==> src/rtl/hack_pkg.sv <==
`default_nettype none
// ============================================================================
// Module   : hack_pkg
// Purpose  : Shared definitions for the bit-serial adder: FSM state encoding,
//            default operand width and counter sizing helper.
// Revision : 1.0 - initial release
// ============================================================================
package hack_pkg;

    // Default operand/result width used by serial_adder when not overridden.
    localparam int c_DEFAULT_WIDTH = 16;

    // Controller state encoding.
    typedef logic [1:0] state_t;

    localparam logic [1:0] c_ST_IDLE = 2'd0;
    localparam logic [1:0] c_ST_RUN  = 2'd1;
    localparam logic [1:0] c_ST_DONE = 2'd2;

    // Bit counter width: one bit of headroom above what is needed to index
    // the operand so the counter can be inspected without wrap ambiguity.
    function automatic int cnt_width(input int width);
        return $clog2(width) + 1;
    endfunction

endpackage
`default_nettype wire

==> src/rtl/hFullAdder.sv <==
`default_nettype none
// ============================================================================
// Module   : hFullAdder
// Purpose  : One-bit full-adder cell (combinational).
// Ports    : i_a, i_b  - operand bits
//            i_cin     - carry in
//            o_sum     - sum bit
//            o_cout    - carry out
// Revision : 1.0 - initial release
// ============================================================================
module hFullAdder (
    input  logic i_a,
    input  logic i_b,
    input  logic i_cin,
    output logic o_sum,
    output logic o_cout
);

    logic w_half;

    assign w_half = i_a ^ i_b;
    assign o_sum  = w_half ^ i_cin;
    assign o_cout = (i_a & i_b) | (i_cin & w_half);

endmodule
`default_nettype wire

==> src/rtl/serial_adder.sv <==
`default_nettype none
// ============================================================================
// Module   : serial_adder
// Purpose  : Bit-serial adder. Operands are captured on an accepted start,
//            then one bit pair per clock (LSB first) passes through a single
//            full-adder cell. The finished result is published when the FSM
//            enters DONE, which also raises a one-cycle done pulse.
// Params   : WIDTH     - operand/result width in bits (2..32)
// Ports    : clk       - rising-edge clock
//            reset     - synchronous active-high reset
//            sub       - (SERIAL_ADDER_SUB_EN only) 1: a - b, 0: a + b + carry_in
//            start     - begin an addition (accepted in IDLE only)
//            a, b      - operands, sampled in the start-accept cycle
//            carry_in  - initial carry, sampled in the start-accept cycle
//            busy      - high while in RUN
//            done      - one-cycle pulse when the result becomes valid
//            out       - sum, held until the next result is published
//            carry_out - carry out of bit WIDTH-1
//            overflow  - signed overflow (carry into MSB xor carry out of MSB)
// Config   : define SERIAL_ADDER_SUB_EN to add the sub port and subtraction.
// Revision : 1.0 - initial release
// ============================================================================
module serial_adder
    import hack_pkg::*;
#(
    parameter int WIDTH = c_DEFAULT_WIDTH
) (
    input  logic             clk,
    input  logic             reset,
`ifdef SERIAL_ADDER_SUB_EN
    input  logic             sub,
`endif
    input  logic             start,
    input  logic [WIDTH-1:0] a,
    input  logic [WIDTH-1:0] b,
    input  logic             carry_in,
    output logic             busy,
    output logic             done,
    output logic [WIDTH-1:0] out,
    output logic             carry_out,
    output logic             overflow
);

    localparam int c_CNT_W = cnt_width(WIDTH);
    localparam logic [c_CNT_W-1:0] c_LAST_BIT = c_CNT_W'(WIDTH - 1);
    localparam logic [c_CNT_W-1:0] c_CNT_ONE  = c_CNT_W'(1);

    // ------------------------------------------------------------------------
    // State and datapath registers
    // ------------------------------------------------------------------------
    state_t             r_state;
    logic [c_CNT_W-1:0] r_cnt;
    logic [WIDTH-1:0]   r_a;
    logic [WIDTH-1:0]   r_b;
    logic               r_carry;
    // Holds the low WIDTH-1 sum bits; the final sum bit goes straight into
    // the published result, so no full-width shadow is needed.
    logic [WIDTH-2:0]   r_shift;
    logic [WIDTH-1:0]   r_out;
    logic               r_carry_out;
    logic               r_overflow;

    // ------------------------------------------------------------------------
    // Combinational helpers
    // ------------------------------------------------------------------------
    logic               w_fa_sum;
    logic               w_fa_cout;
    logic               w_last;
    logic [WIDTH-1:0]   w_b_load;
    logic               w_cin_load;
    logic [WIDTH-2:0]   w_shift_next;

    // Subtraction is a + ~b + 1, so the operand is inverted at capture time
    // and the initial carry is forced high; carry_in plays no part then.
`ifdef SERIAL_ADDER_SUB_EN
    assign w_b_load   = sub ? ~b : b;
    assign w_cin_load = sub ? 1'b1 : carry_in;
`else
    assign w_b_load   = b;
    assign w_cin_load = carry_in;
`endif

    assign w_last = (r_cnt == c_LAST_BIT);

    // Sum bits enter from the MSB side so that after WIDTH-1 shifts the
    // earliest (LSB) sum bit has settled at bit 0.
    generate
        if (WIDTH == 2) begin : g_shift_one
            assign w_shift_next = w_fa_sum;
        end else begin : g_shift_wide
            assign w_shift_next = {w_fa_sum, r_shift[WIDTH-2:1]};
        end
    endgenerate

    // ------------------------------------------------------------------------
    // Single full-adder cell shared across all bit positions
    // ------------------------------------------------------------------------
    hFullAdder u_fa (
        .i_a    (r_a[0]),
        .i_b    (r_b[0]),
        .i_cin  (r_carry),
        .o_sum  (w_fa_sum),
        .o_cout (w_fa_cout)
    );

    // ------------------------------------------------------------------------
    // Controller and datapath
    // ------------------------------------------------------------------------
    always_ff @(posedge clk) begin
        if (reset) begin
            r_state     <= c_ST_IDLE;
            r_cnt       <= '0;
            r_a         <= '0;
            r_b         <= '0;
            r_carry     <= 1'b0;
            r_shift     <= '0;
            r_out       <= '0;
            r_carry_out <= 1'b0;
            r_overflow  <= 1'b0;
        end else begin
            case (r_state)
                c_ST_IDLE: begin
                    if (start) begin
                        r_a     <= a;
                        r_b     <= w_b_load;
                        r_carry <= w_cin_load;
                        r_cnt   <= '0;
                        r_shift <= '0;
                        r_state <= c_ST_RUN;
                    end
                end

                c_ST_RUN: begin
                    r_a     <= r_a >> 1;
                    r_b     <= r_b >> 1;
                    r_carry <= w_fa_cout;
                    r_cnt   <= r_cnt + c_CNT_ONE;
                    if (w_last) begin
                        // MSB cycle: r_carry is the carry into the MSB and
                        // w_fa_cout the carry out of it.
                        r_out       <= {w_fa_sum, r_shift};
                        r_carry_out <= w_fa_cout;
                        r_overflow  <= r_carry ^ w_fa_cout;
                        r_state     <= c_ST_DONE;
                    end else begin
                        r_shift <= w_shift_next;
                    end
                end

                c_ST_DONE: begin
                    r_state <= c_ST_IDLE;
                end

                default: begin
                    r_state <= c_ST_IDLE;
                end
            endcase
        end
    end

    // ------------------------------------------------------------------------
    // Outputs
    // ------------------------------------------------------------------------
    assign busy      = (r_state == c_ST_RUN);
    assign done      = (r_state == c_ST_DONE);
    assign out       = r_out;
    assign carry_out = r_carry_out;
    assign overflow  = r_overflow;

endmodule
`default_nettype wire

==> config.mk <==
export PLATFORM = sky130hd
export DESIGN_NAME = serial_adder
export DESIGN_NICKNAME = d
export VERILOG_FILES = /design/src/rtl/hack_pkg.sv /design/src/rtl/hFullAdder.sv /design/src/rtl/serial_adder.sv
export SDC_FILE = /design/constraint.sdc
export NUM_CORES = 1
export LEC_CHECK = 0
export ABC_CLOCK_PERIOD_IN_PS = 5000
export CORE_MARGIN = 1.5
export CORE_UTILIZATION = 52
export CTS_BUF_LIST = sky130_fd_sc_hd__clkbuf_4 sky130_fd_sc_hd__clkbuf_8
export DETAILED_ROUTE_END_ITERATION = 16
export DONT_BUFFER_PORTS = 1
export GPL_TIMING_DRIVEN = 1
export HOLD_SLACK_MARGIN = 0.15
export PLACE_DENSITY = 0.67
export SYNTH_ARGS = -nofsm -noshare
export SYNTH_HDL_FRONTEND = slang
export SYNTH_SLANG_ARGS = --single-unit
==> constraint.sdc <==
create_clock -name clk -period 5 [get_ports clk]
set_input_delay 0.5 -clock clk [delete_from_list [all_inputs] [get_ports clk]]
set_output_delay 0.5 -clock clk [all_outputs]
set_load 0.1 [all_outputs]
==> key figures <==
Outcome
  – Status: finished clean

Worst setup path
  – Delay-heaviest family, CP: simple AND/OR/NAND/NOR gates
  – Slowest Stage Delay on Critical Path: 970 ps
  – R2r startpoint: r_state[1]$_SDFFE_PP0P_
  – Worst Setup Start Kind: flip-flop
  – Critical path peak fanout: 22
  – Worst reg2reg path depth: 5
  – Setup crit end: done
  – Worst path depth: 1
  – Slowest cell on the critical path: nor2b_2
  – CP required: 4500 ps
  – Worst R2R End: r_a[7]$_SDFFE_PP0P_
  – Setup crit end kind: output port
  – R2r setup slk: 2850 ps
  – Crit path from: r_state[1]$_SDFFE_PP0P_
  – CP arrival: 2100 ps
  – WP buf/inv: 0
  – Critical path class: flip-flop to output port
  – Worst-path cell chain: nor2b_2

Global routing
  – Total grt overflow: 0
  – Initial antenna violation count: 0
  – Largest net degree at the start of global routing: 47
  – First-pass GRT wire length: 9.701 mm
  – Gr usage total: 0.1984
  – Vias in the first global route: 2127

Yosys
  – Synth area leaders: dfxtp_1, a21oi_1, nand2_1
  – Asr flop ratio synth: 0
  – Cell variety after synth: 38
  – Number of enable flip-flop cells after synthesis: 0
  – Yosys top cell area share: 0.4901
  – Seq/Total Area, Yosys: 0.4901
  – Syn. warnings: 0
  – Count of state elements after synthesis: 73
  – Mean Syn Cell Area: 8.927 sq um
  – Cell taking the most area after synthesis: dfxtp_1
  – Gate Count Post-Synth: 334
  – Mapped Area: 2982 sq um
  – Synthesized Nets: 373
  – Synth Flop Type: dfxtp_1

Place
  – Port Buf Inserts: 0
  – Routability Congestion: 0.6937
  – Post-place instance area: 2932 sq um
  – Pre-CTS setup slack: 2768 ps
  – Inst Count DP: 379
  – Dpl hpwl: 3.419 mm

Power and ir drop
  – Power per cell area: 382.7 nW/um^2
  – Tot Pwr: 1.200 mW
  – P_leak: 1.156 nW
  – Worst vdd rail ir drop: 215.0 uV

Layout
  – Syn-to-layout area delta: 5.204%
  – Layout Nets: 357
  – # fillers: 527
  – Final instance area: 3137 sq um
  – Storage element area: 1461 sq um
  – Final non-filler cell total: 395
  – Area of the multi-input gates: 1346 sq um
  – Layout cells sized above 1: 0.1269
  – Antenna diode count: 0

Die
  – Die height: 78.72 um
  – Die footprint: 6197 sq um
  – Core ar.: 5507 sq um
  – Starting density of the core: 0.5415
  – Row cnt: 27
  – Die width: 78.72 um
  – Top Ports: 56

Route
  – WL final: 5.683 mm
  – Total number of vias: 2276
  – Detailed router's first-iteration violation count: 133
  – Drt drc: 0
  – TritonRoute pass-1 iters: 4
  – Post-DRT Antenna Nets: 0
  – Via density per instance: 5.762
  – Routed wire per std cell: 14.39 um

STA
  – Setup TNS: 0 ps
  – Relative slew slack: 0.2975
  – Worst-Margin Slew: 1049 ps
  – Final setup violation count: 0
  – Min Tclk post-route: 2601 ps
  – Period utilisation layout: 0.5203
  – Slew Viols, Final: 0
  – Fmax: 0.3844 GHz
  – Worst Clk Skew: 6.231 ps
  – Setup ws final: 2399 ps
  – Final hold violations: 0
  – RSZ-0062 raised after global routing: no

Clock tree
  – CTS Buffer Depth: 2
  – Clock transition at the registers of the reported paths: 80 ps
  – CTS sink cnt: 73
  – CTS Hold Buffers Added: 0
  – CTS resizes: 0
  – Root Buffer: clkbuf_8
  – Htree depth: 3
  – CTS tree: done
  – Cts bufs inserted: 9
  – Clk Latency, worst-skew pair: 350 ps
  – Postcts setup bufs: 0

Hold path
  – Worst Hold Depth: 1
  – Worst hold path class: input port to flip-flop

Job
  – Max-cap violations: 0
## Yosys cell counts (2+ instances only)
cell,count
buf_2,17
clkbuf_1,6
o221a_2,14
nor2b_1,15
inv_1,2
nand2_1,53
dfxtp_1,73
buf_4,2
a32o_1,15
buf_6,3
a21oi_1,64
a22oi_1,3
nand3_1,2
a31oi_1,2
a211oi_1,2
nor2_1,22
ha_1,2
o21ai_0,17
## where the power goes
group	switching [mW]	internal [mW]	total, mW	leakage, nW
Combinational	0.0686	0.0459	0.114	0.461
Clock	0.218	0.244	0.462	0.0985
Sequential	0.0147	0.609	0.624	0.597
## through the flow
| step | hold WS [ps] | util |
|---|---|---|
| 4_1_cts | 196.0 | 0.5696 |
| 5_1_grt | 192.8 | 0.5696 |
| 6_report | 211.5 | 0.5696 |
| 3_5_place_dp | 447.2 | 0.5324 |
| 2_1_floorplan | 432.2 | - |
| 3_3_place_gp | 440.9 | 0.5324 |
## logic make-up after synthesis
group / count (synthesis) / synth area share
fa+ha+maj: 3 / 0.01511
simple gates: 102 / 0.1595
compound gates: 122 / 0.2732
xor+xnor: 1 / 0.002938
flops: 73 / 0.4901
buf+inv: 33 / 0.05916
## layout make-up
class,count,share of cell area
flip-flops and latches,73,0.4659
multi-input cells,228,0.4292
clock buffers,10,0.04388
well taps,72,0.02872
clock inverters,6,0.02154
repair buffers,3,0.007180
inverters,3,0.003590
## sequential cells by signal (all words and copies together), names as in the netlist
signal and flops:
r_shift 15, r_state 2, r_cnt 5, carry_out 1, r_a 16, out 16
r_carry 1, r_b 16, overflow 1
## per-layer routing
layer  up-vias  share of wire  wire (um)  GRT usage
met4         0          0.023        132     0.1125
met5         -              0          0          0
li1       1153              -          -          -
met3        11          0.061        345    0.04943
met1      1047           0.49       2762     0.2533
met2        65           0.43       2443     0.3052
## cells in the final DEF (no fill, tap or decap), drive strengths merged, types with 3 or more instances in the layout
| master | count |
|---|---|
| buf | 3 |
| nand2 | 53 |
| nor2b | 15 |
| a22oi | 3 |
| o221a | 14 |
| nor2 | 22 |
| a21oi | 64 |
| o21ai | 17 |
| nand2b | 3 |
| clkinv | 3 |
| a32o | 15 |
| inv | 3 |
| clkbuf | 10 |
| dfxtp | 73 |
## worst min-delay path by stage
stage | start | end | slack [ps]
floorplan | r_shift[0]$_SDFFE_PP0P_ | out[0]$_SDFFE_PP0P_ | 430
global placement | r_shift[0]$_SDFFE_PP0P_ | out[0]$_SDFFE_PP0P_ | 440
detailed placement | r_shift[0]$_SDFFE_PP0P_ | out[0]$_SDFFE_PP0P_ | 450
CTS | reset | out[8]$_SDFFE_PP0P_ | 200
global route | reset | out[9]$_SDFFE_PP0P_ | 190
finish | reset | out[5]$_SDFFE_PP0P_ | 210
Note: power is estimated with default switching activity, not from simulation.
